--- src/rtl/store_align.sv ---
// store_align: store-path alignment and sequencing for the data-memory write port.
// Accepts one SB/SH/SW request per handshake, lane-aligns data, generates byte
// strobes and issues one or two word-aligned write beats (two when the store
// crosses a word boundary).
//
// Ports:
//   clk, rstN                 clock, asynchronous active-low reset
//   storeValid / storeReady   request handshake (ready only while idle)
//   storeCtrl                 3'b000 SB, 3'b001 SH, 3'b010 SW, others illegal
//   storeAddr, storeData      byte address and register data of the store
//   memReq / memAck           write beat valid / beat accepted
//   memAddr, memWData, memWStrb  registered beat address, data, byte strobes
//   storeDone                 one-cycle pulse when the final beat is acked
//   storeErr                  one-cycle pulse after an illegal request is accepted
module store_align (
  input  logic        clk,
  input  logic        rstN,
  input  logic        storeValid,
  output logic        storeReady,
  input  logic [2:0]  storeCtrl,
  input  logic [31:0] storeAddr,
  input  logic [31:0] storeData,
  output logic        memReq,
  input  logic        memAck,
  output logic [31:0] memAddr,
  output logic [31:0] memWData,
  output logic [3:0]  memWStrb,
  output logic        storeDone,
  output logic        storeErr
);

  typedef enum logic [1:0] {IDLE, BEAT0, BEAT1} state_t;

  state_t      state, state_nxt;
  logic [31:0] addr_nxt, wdata_nxt;
  logic [3:0]  strb_nxt;
  logic        done_nxt, err_nxt;

  // Second-beat fields, prepared at accept time and loaded onto the bus on beat-0 ack.
  logic [31:0] hi_addr, hi_data, hi_addr_nxt, hi_data_nxt;
  logic [3:0]  hi_strb, hi_strb_nxt;

  logic        legal;
  logic [3:0]  base;
  logic [31:0] keep;
  logic [1:0]  off;
  logic [7:0]  mask8;
  logic [63:0] data64;
  logic [31:0] word_addr;

  assign storeReady = (state == IDLE);
  assign memReq     = (state != IDLE);

  always_comb begin
    legal = 1'b1;
    base  = '0;
    keep  = '0;
    case (storeCtrl)
      3'b000:  begin base = 4'b0001; keep = 32'h0000_00FF; end
      3'b001:  begin base = 4'b0011; keep = 32'h0000_FFFF; end
      3'b010:  begin base = 4'b1111; keep = 32'hFFFF_FFFF; end
      default: legal = 1'b0;
    endcase
    off       = storeAddr[1:0];
    mask8     = {4'b0000, base} << off;
    // Unused bytes are masked before the shift so unstrobed lanes read as zero.
    data64    = {32'h0, storeData & keep} << {off, 3'b000};
    word_addr = {storeAddr[31:2], 2'b00};
  end

  always_comb begin
    state_nxt   = state;
    addr_nxt    = memAddr;
    wdata_nxt   = memWData;
    strb_nxt    = memWStrb;
    hi_addr_nxt = hi_addr;
    hi_data_nxt = hi_data;
    hi_strb_nxt = hi_strb;
    done_nxt    = 1'b0;
    err_nxt     = 1'b0;
    case (state)
      IDLE: begin
        if (storeValid) begin
          if (legal) begin
            state_nxt   = BEAT0;
            addr_nxt    = word_addr;
            strb_nxt    = mask8[3:0];
            wdata_nxt   = data64[31:0];
            hi_addr_nxt = word_addr + 32'd4;
            hi_strb_nxt = mask8[7:4];
            hi_data_nxt = data64[63:32];
          end else begin
            err_nxt = 1'b1;
          end
        end
      end
      BEAT0: begin
        if (memAck) begin
          if (hi_strb != 4'b0000) begin
            state_nxt = BEAT1;
            addr_nxt  = hi_addr;
            strb_nxt  = hi_strb;
            wdata_nxt = hi_data;
          end else begin
            state_nxt = IDLE;
            done_nxt  = 1'b1;
          end
        end
      end
      BEAT1: begin
        if (memAck) begin
          state_nxt = IDLE;
          done_nxt  = 1'b1;
        end
      end
      default: state_nxt = IDLE;
    endcase
  end

  always_ff @(posedge clk or negedge rstN) begin
    if (!rstN) begin
      state     <= IDLE;
      memAddr   <= '0;
      memWData  <= '0;
      memWStrb  <= '0;
      hi_addr   <= '0;
      hi_data   <= '0;
      hi_strb   <= '0;
      storeDone <= 1'b0;
      storeErr  <= 1'b0;
    end else begin
      state     <= state_nxt;
      memAddr   <= addr_nxt;
      memWData  <= wdata_nxt;
      memWStrb  <= strb_nxt;
      hi_addr   <= hi_addr_nxt;
      hi_data   <= hi_data_nxt;
      hi_strb   <= hi_strb_nxt;
      storeDone <= done_nxt;
      storeErr  <= err_nxt;
    end
  end

endmodule

--- config.mk ---
export PLATFORM = sky130hd
export DESIGN_NAME = store_align
export DESIGN_NICKNAME = d
export VERILOG_FILES = /design/src/rtl/store_align.sv
export SDC_FILE = /design/constraint.sdc
export NUM_CORES = 1
export LEC_CHECK = 0
export CORE_MARGIN = 2
export CORE_UTILIZATION = 46
export CTS_CLUSTER_DIAMETER = 60
export DETAILED_ROUTE_END_ITERATION = 7
export GPL_ROUTABILITY_DRIVEN = 0
export PLACE_DENSITY = 0.76
export RECOVER_POWER = 25
export SLEW_MARGIN = 30
export SYNTH_ARGS = -nofsm -noshare
export SYNTH_HDL_FRONTEND = slang
export SYNTH_SLANG_ARGS = --single-unit
--- constraint.sdc ---
create_clock -name clk -period 2.3 [get_ports clk]
set_input_delay 0.69 -clock clk [delete_from_list [all_inputs] [get_ports clk]]
set_output_delay 0.69 -clock clk [all_outputs]
set_load 0.005 [all_outputs]
==> flow_summary.html <==
<table>
<tr><th>Metric</th><th>Value</th></tr>
<tr><th colspan="2">Critical path</th></tr>
<tr><td>Worst flop-to-flop path endpoint</td><td>state[0]$_DFFE_PN0P_</td></tr>
<tr><td>Reg2reg path depth</td><td>8</td></tr>
<tr><td>Cells along the critical path</td><td>dlygate4sd2_1 &gt; ha_2 &gt; nand2_2 &gt; or4_4 &gt; buf_6 &gt; or4_4 &gt; a31oi_1</td></tr>
<tr><td>CP Class</td><td>input pin to register</td></tr>
<tr><td>Crit path launch type</td><td>input pin</td></tr>
<tr><td>Largest stage delay on the critical path</td><td>0.56 ns</td></tr>
<tr><td>Worst-path fanout max</td><td>5</td></tr>
<tr><td>Data arrival time of the critical path</td><td>2.59 ns</td></tr>
<tr><td>Most frequent CP cell</td><td>or4_4</td></tr>
<tr><td>Reg-to-reg startpoint</td><td>state[1]$_DFFE_PN0P_</td></tr>
<tr><td>Req. time, crit path</td><td>2.64 ns</td></tr>
<tr><td>Crit path capture type</td><td>register</td></tr>
<tr><td>Worst reg2reg setup slack</td><td>0.16 ns</td></tr>
<tr><td>Slowest CP cell</td><td>or4_4</td></tr>
<tr><th colspan="2">Layout</th></tr>
<tr><td>Area occupied by registers</td><td>3180 µm²</td></tr>
<tr><td>Antenna diode count</td><td>0</td></tr>
<tr><td>Layout cells sized above 1</td><td>16.5%</td></tr>
<tr><td>Layout net count</td><td>956</td></tr>
<tr><td>Count of fill cells added during filler insertion</td><td>1064</td></tr>
<tr><td>Final standard cell count with taps included and fillers excluded</td><td>1072</td></tr>
<tr><td>Area of the multi-input gates</td><td>3260 µm²</td></tr>
<tr><td>Synth-to-layout area growth</td><td>43.9%</td></tr>
<tr><th colspan="2">Logic synthesis</th></tr>
<tr><td>Count of different cell masters after synthesis</td><td>44</td></tr>
<tr><td>Post-Synthesis Cell Area</td><td>6600 µm²</td></tr>
<tr><td>Sequential area share after synthesis</td><td>48.1%</td></tr>
<tr><td>Async set-reset flop share out of synthesis</td><td>100%</td></tr>
<tr><td>Number of cells produced by synthesis</td><td>679</td></tr>
<tr><td>#FFs+latches synth</td><td>127</td></tr>
<tr><td>Yosys Warn Count</td><td>0</td></tr>
<tr><td>Number of enable-type register cells in the synthesized netlist</td><td>0</td></tr>
<tr><td>Dominant register cell in the synthesized netlist</td><td>dfrtp_1</td></tr>
<tr><td>Post-Synthesis Mean Instance Area</td><td>9.73 µm²</td></tr>
<tr><th colspan="2">Power and ir drop</th></tr>
<tr><td>Ratio of total power to cell area</td><td>1170 nW/µm²</td></tr>
<tr><td>Sum of internal, switching and leakage power</td><td>11.1 mW</td></tr>
<tr><td>Peak supply drop</td><td>0.000763 V</td></tr>
<tr><td>Static power due to leakage</td><td>4.17 nW</td></tr>
<tr><th colspan="2">Timing</th></tr>
<tr><td>Setup violators final</td><td>0</td></tr>
<tr><td>Max-slew violation count</td><td>128</td></tr>
<tr><td>Pin slew with the least headroom to its limit</td><td>1.73 ns</td></tr>
<tr><td>Final Hold Viols</td><td>0</td></tr>
<tr><td>Final period demand of the worst path</td><td>2.25 ns</td></tr>
<tr><td>Share of the cycle needed by the critical path after routing</td><td>97.8%</td></tr>
<tr><td>Max Clk Rate</td><td>445 MHz</td></tr>
<tr><td>Final setup skew</td><td>0.00601 ns</td></tr>
<tr><td>Worst slew margin</td><td>-15.2%</td></tr>
<tr><th colspan="2">Route</th></tr>
<tr><td>Drt drc</td><td>0</td></tr>
<tr><td>Drt pass-1 iters</td><td>5</td></tr>
<tr><td>Wire per inst</td><td>19.4 µm</td></tr>
<tr><td>Vias per cell</td><td>6.06</td></tr>
<tr><td>Post-detailed-routing wire length</td><td>20.8 mm</td></tr>
<tr><td>Remaining number of nets flagged by the antenna check after routing</td><td>0</td></tr>
<tr><td>1st-iter DRT viols</td><td>730</td></tr>
<tr><td>Via count</td><td>6495</td></tr>
<tr><th colspan="2">Clock network</th></tr>
<tr><td>Buffer levels on the longest clock path</td><td>2</td></tr>
<tr><td>Root Driver</td><td>clkbuf_16</td></tr>
<tr><td>Clock input transition at the sequential cells of the worst setup and hold paths</td><td>0.06 ns</td></tr>
<tr><td>Clock tree from TritonCTS</td><td>built</td></tr>
<tr><td>Clock Sink Count</td><td>127</td></tr>
<tr><td>Clock latency on the worst-skew pair</td><td>0.42 ns</td></tr>
<tr><td>CTS H-tree depth</td><td>4</td></tr>
<tr><td>Total clock buffers created by CTS</td><td>17</td></tr>
<tr><th colspan="2">Worst hold path</th></tr>
<tr><td>Cell depth of the worst hold path</td><td>2</td></tr>
<tr><td>Hold worst-path end</td><td>hi_data[2]$_DFFE_PN0P_</td></tr>
<tr><td>Kind of path behind the tightest hold check</td><td>register to register</td></tr>
<tr><td>Hold path start</td><td>hi_data[2]$_DFFE_PN0P_</td></tr>
<tr><th colspan="2">Die</th></tr>
<tr><td>Core outline area</td><td>13900 µm²</td></tr>
<tr><td>Number of rows in the core area</td><td>43</td></tr>
<tr><td>Boundary Pins</td><td>143</td></tr>
<tr><td>Die Y</td><td>124 µm</td></tr>
<tr><td>Width of the chip</td><td>124 µm</td></tr>
<tr><td>Total Die Area</td><td>15300 µm²</td></tr>
<tr><td>Starting Density</td><td>47.4%</td></tr>
<tr><th colspan="2">Global routing</th></tr>
<tr><td>Total routing resource utilization after global routing</td><td>27.2%</td></tr>
<tr><td>Maximum number of pins on one net before global-route repair</td><td>128</td></tr>
<tr><td>Residual overflow from global routing</td><td>0</td></tr>
<tr><td>Number of antenna violations at the first check in global routing</td><td>0</td></tr>
<tr><td>Global-route wire length before repair</td><td>31.9 mm</td></tr>
<tr><td>Vias in the first global route</td><td>6281</td></tr>
<tr><th colspan="2">Placement</th></tr>
<tr><td>DP Cell Count</td><td>1031</td></tr>
<tr><td>Number of I/O port buffers</td><td>140</td></tr>
<tr><td>Final HPWL DP</td><td>13.8 mm</td></tr>
<tr><th colspan="2">Run status</th></tr>
<tr><td>Failing checks</td><td>max-capacitance violations, max-slew violations</td></tr>
<tr><td>Result of the run</td><td>finished, violations left</td></tr>
<tr><th colspan="2">Run</th></tr>
<tr><td>Max-Cap Viols</td><td>1</td></tr>
</table>
## sequential cells by signal, indices dropped and copies added (netlist names)
signal / flops
state: 2
memWStrb: 4
hi_strb: 3
storeErr: 1
memAddr: 30
storeDone: 1
hi_data: 24
memWData: 32
hi_addr: 30
## cells in the mapped netlist, types with 9 or more instances
cell type | n | area [µm²]
a22oi_1 | 9 | 67.6
inv_1 | 11 | 41.3
nor2_1 | 28 | 105
nor2b_1 | 9 | 56.3
nand2_1 | 51 | 191
nand2b_1 | 9 | 56.3
mux2i_1 | 55 | 551
o21ai_1 | 61 | 305
clkbuf_1 | 38 | 143
o21ai_0 | 67 | 335
dfrtp_1 | 127 | 3180
or4_1 | 14 | 105
a22o_1 | 18 | 158
mux2_1 | 11 | 124
nand3_1 | 17 | 85.1
o31ai_1 | 21 | 158
a31oi_1 | 18 | 113
nand4_1 | 18 | 113
## stage by stage
| step | setup TNS (ns) | utilization [%] | setup WS, ns | hold WS (ns) | cell area, µm² |
|---|---|---|---|---|---|
| 2_1_floorplan | 0 | - | 0.00341 | 0.394 | 6620 |
| 3_3_place_gp | -22.58 | 62.8 | -0.545 | 0.460 | 8760 |
| 3_5_place_dp | -25.93 | 62.8 | -0.666 | 0.476 | 8760 |
| 4_1_cts | 0 | 67.5 | 0.00500 | 0.409 | 9410 |
| 5_1_grt | -0.0185 | 68.2 | -0.0185 | 0.508 | 9510 |
| 6_report | 0 | 68.2 | 0.0504 | 0.484 | 9510 |
## placed cells by master, fill, tap and decap left out, drive strengths merged, types with 3 or more instances in the layout
cell / instances
dfrtp: 127
o211ai: 8
a211o: 8
a31oi: 18
or3: 6
mux2: 11
clkbuf: 28
a21oi: 6
dlygate4sd2: 5
nand2b: 9
inv: 11
a22o: 18
xnor2: 8
ha: 5
nand2: 51
a21o: 4
mux2i: 55
buf: 93
nand4: 18
and4: 3
or4: 14
nor2b: 9
a22oi: 9
nor2: 28
nor3: 7
a32o: 8
xor2: 3
o21ai: 128
dlymetal6s2s: 7
nand3: 18
clkdlybuf4s50: 126
o31ai: 21
clkinv: 5
## worst max-delay path: cells and delay by family
family          cells  cell delay, ns
simple gates        3            1.12
buf+inv             2            0.39
fa+ha+maj           1            0.19
compound gates      1            0.19
## timing repair
item | 4_1_cts | 5_1_grt
hold buffers | 0 | 0
gates cloned | 1 | 1
pin swaps | 7 | 7
buffers inserted | 5 | 3
resized for setup | 15 | 18
endpoints found under the setup margin | 15 | 27
endpoints found under the hold margin | 0 | 0
## logic make-up after synthesis
| group | synth area share, % |
|---|---|
| mux | 10.2 |
| other cells | 0.0568 |
| buf+inv | 4.00 |
| fa+ha+maj | 0.947 |
| compound gates | 21.8 |
| simple gates | 13.5 |
| flops | 48.1 |
| xor+xnor | 1.46 |
## worst max path at each step
| stage | start | endpoint | slack [ns] | cells after the start |
|---|---|---|---|---|
| finish | storeAddr[3] | hi_addr[26]$_DFFE_PN0P_ | 0.05 | 7 |
| global route | storeAddr[3] | hi_addr[18]$_DFFE_PN0P_ | -0.02 | 8 |
| CTS | storeAddr[8] | hi_addr[27]$_DFFE_PN0P_ | 0.005 | 6 |
| detailed placement | storeAddr[2] | hi_addr[22]$_DFFE_PN0P_ | -0.67 | 7 |
| global placement | storeAddr[2] | hi_addr[22]$_DFFE_PN0P_ | -0.55 | 7 |
| floorplan | storeAddr[2] | hi_addr[22]$_DFFE_PN0P_ | 0.003 | 6 |
## metal layers
layer / global-route usage [%] / up-vias / wire length, µm
met5: 0 / - / 0
met4: 13.2 / 0 / 664
met3: 6.14 / 59 / 2000
met2: 43.5 / 367 / 9670
met1: 35.1 / 3161 / 8450
li1: - / 2908 / -
## area by class of cell
cell class / count / area share [%]
clock inverter: 6 / 0.842
inverter: 12 / 0.474
tap: 180 / 2.37
timing repair buffer: 235 / 23.3
multi-input combinational: 487 / 34.3
clock buffer: 25 / 5.32
sequential: 127 / 33.4
## power breakdown
part,internal [mW],switching (mW),leakage (nW),total (mW)
clock,1.72,0.949,0.293,2.67
sequential,3.14,0.509,1.63,3.65
combinational,2.37,2.45,2.24,4.82
(Power assumes the default switching activity.)
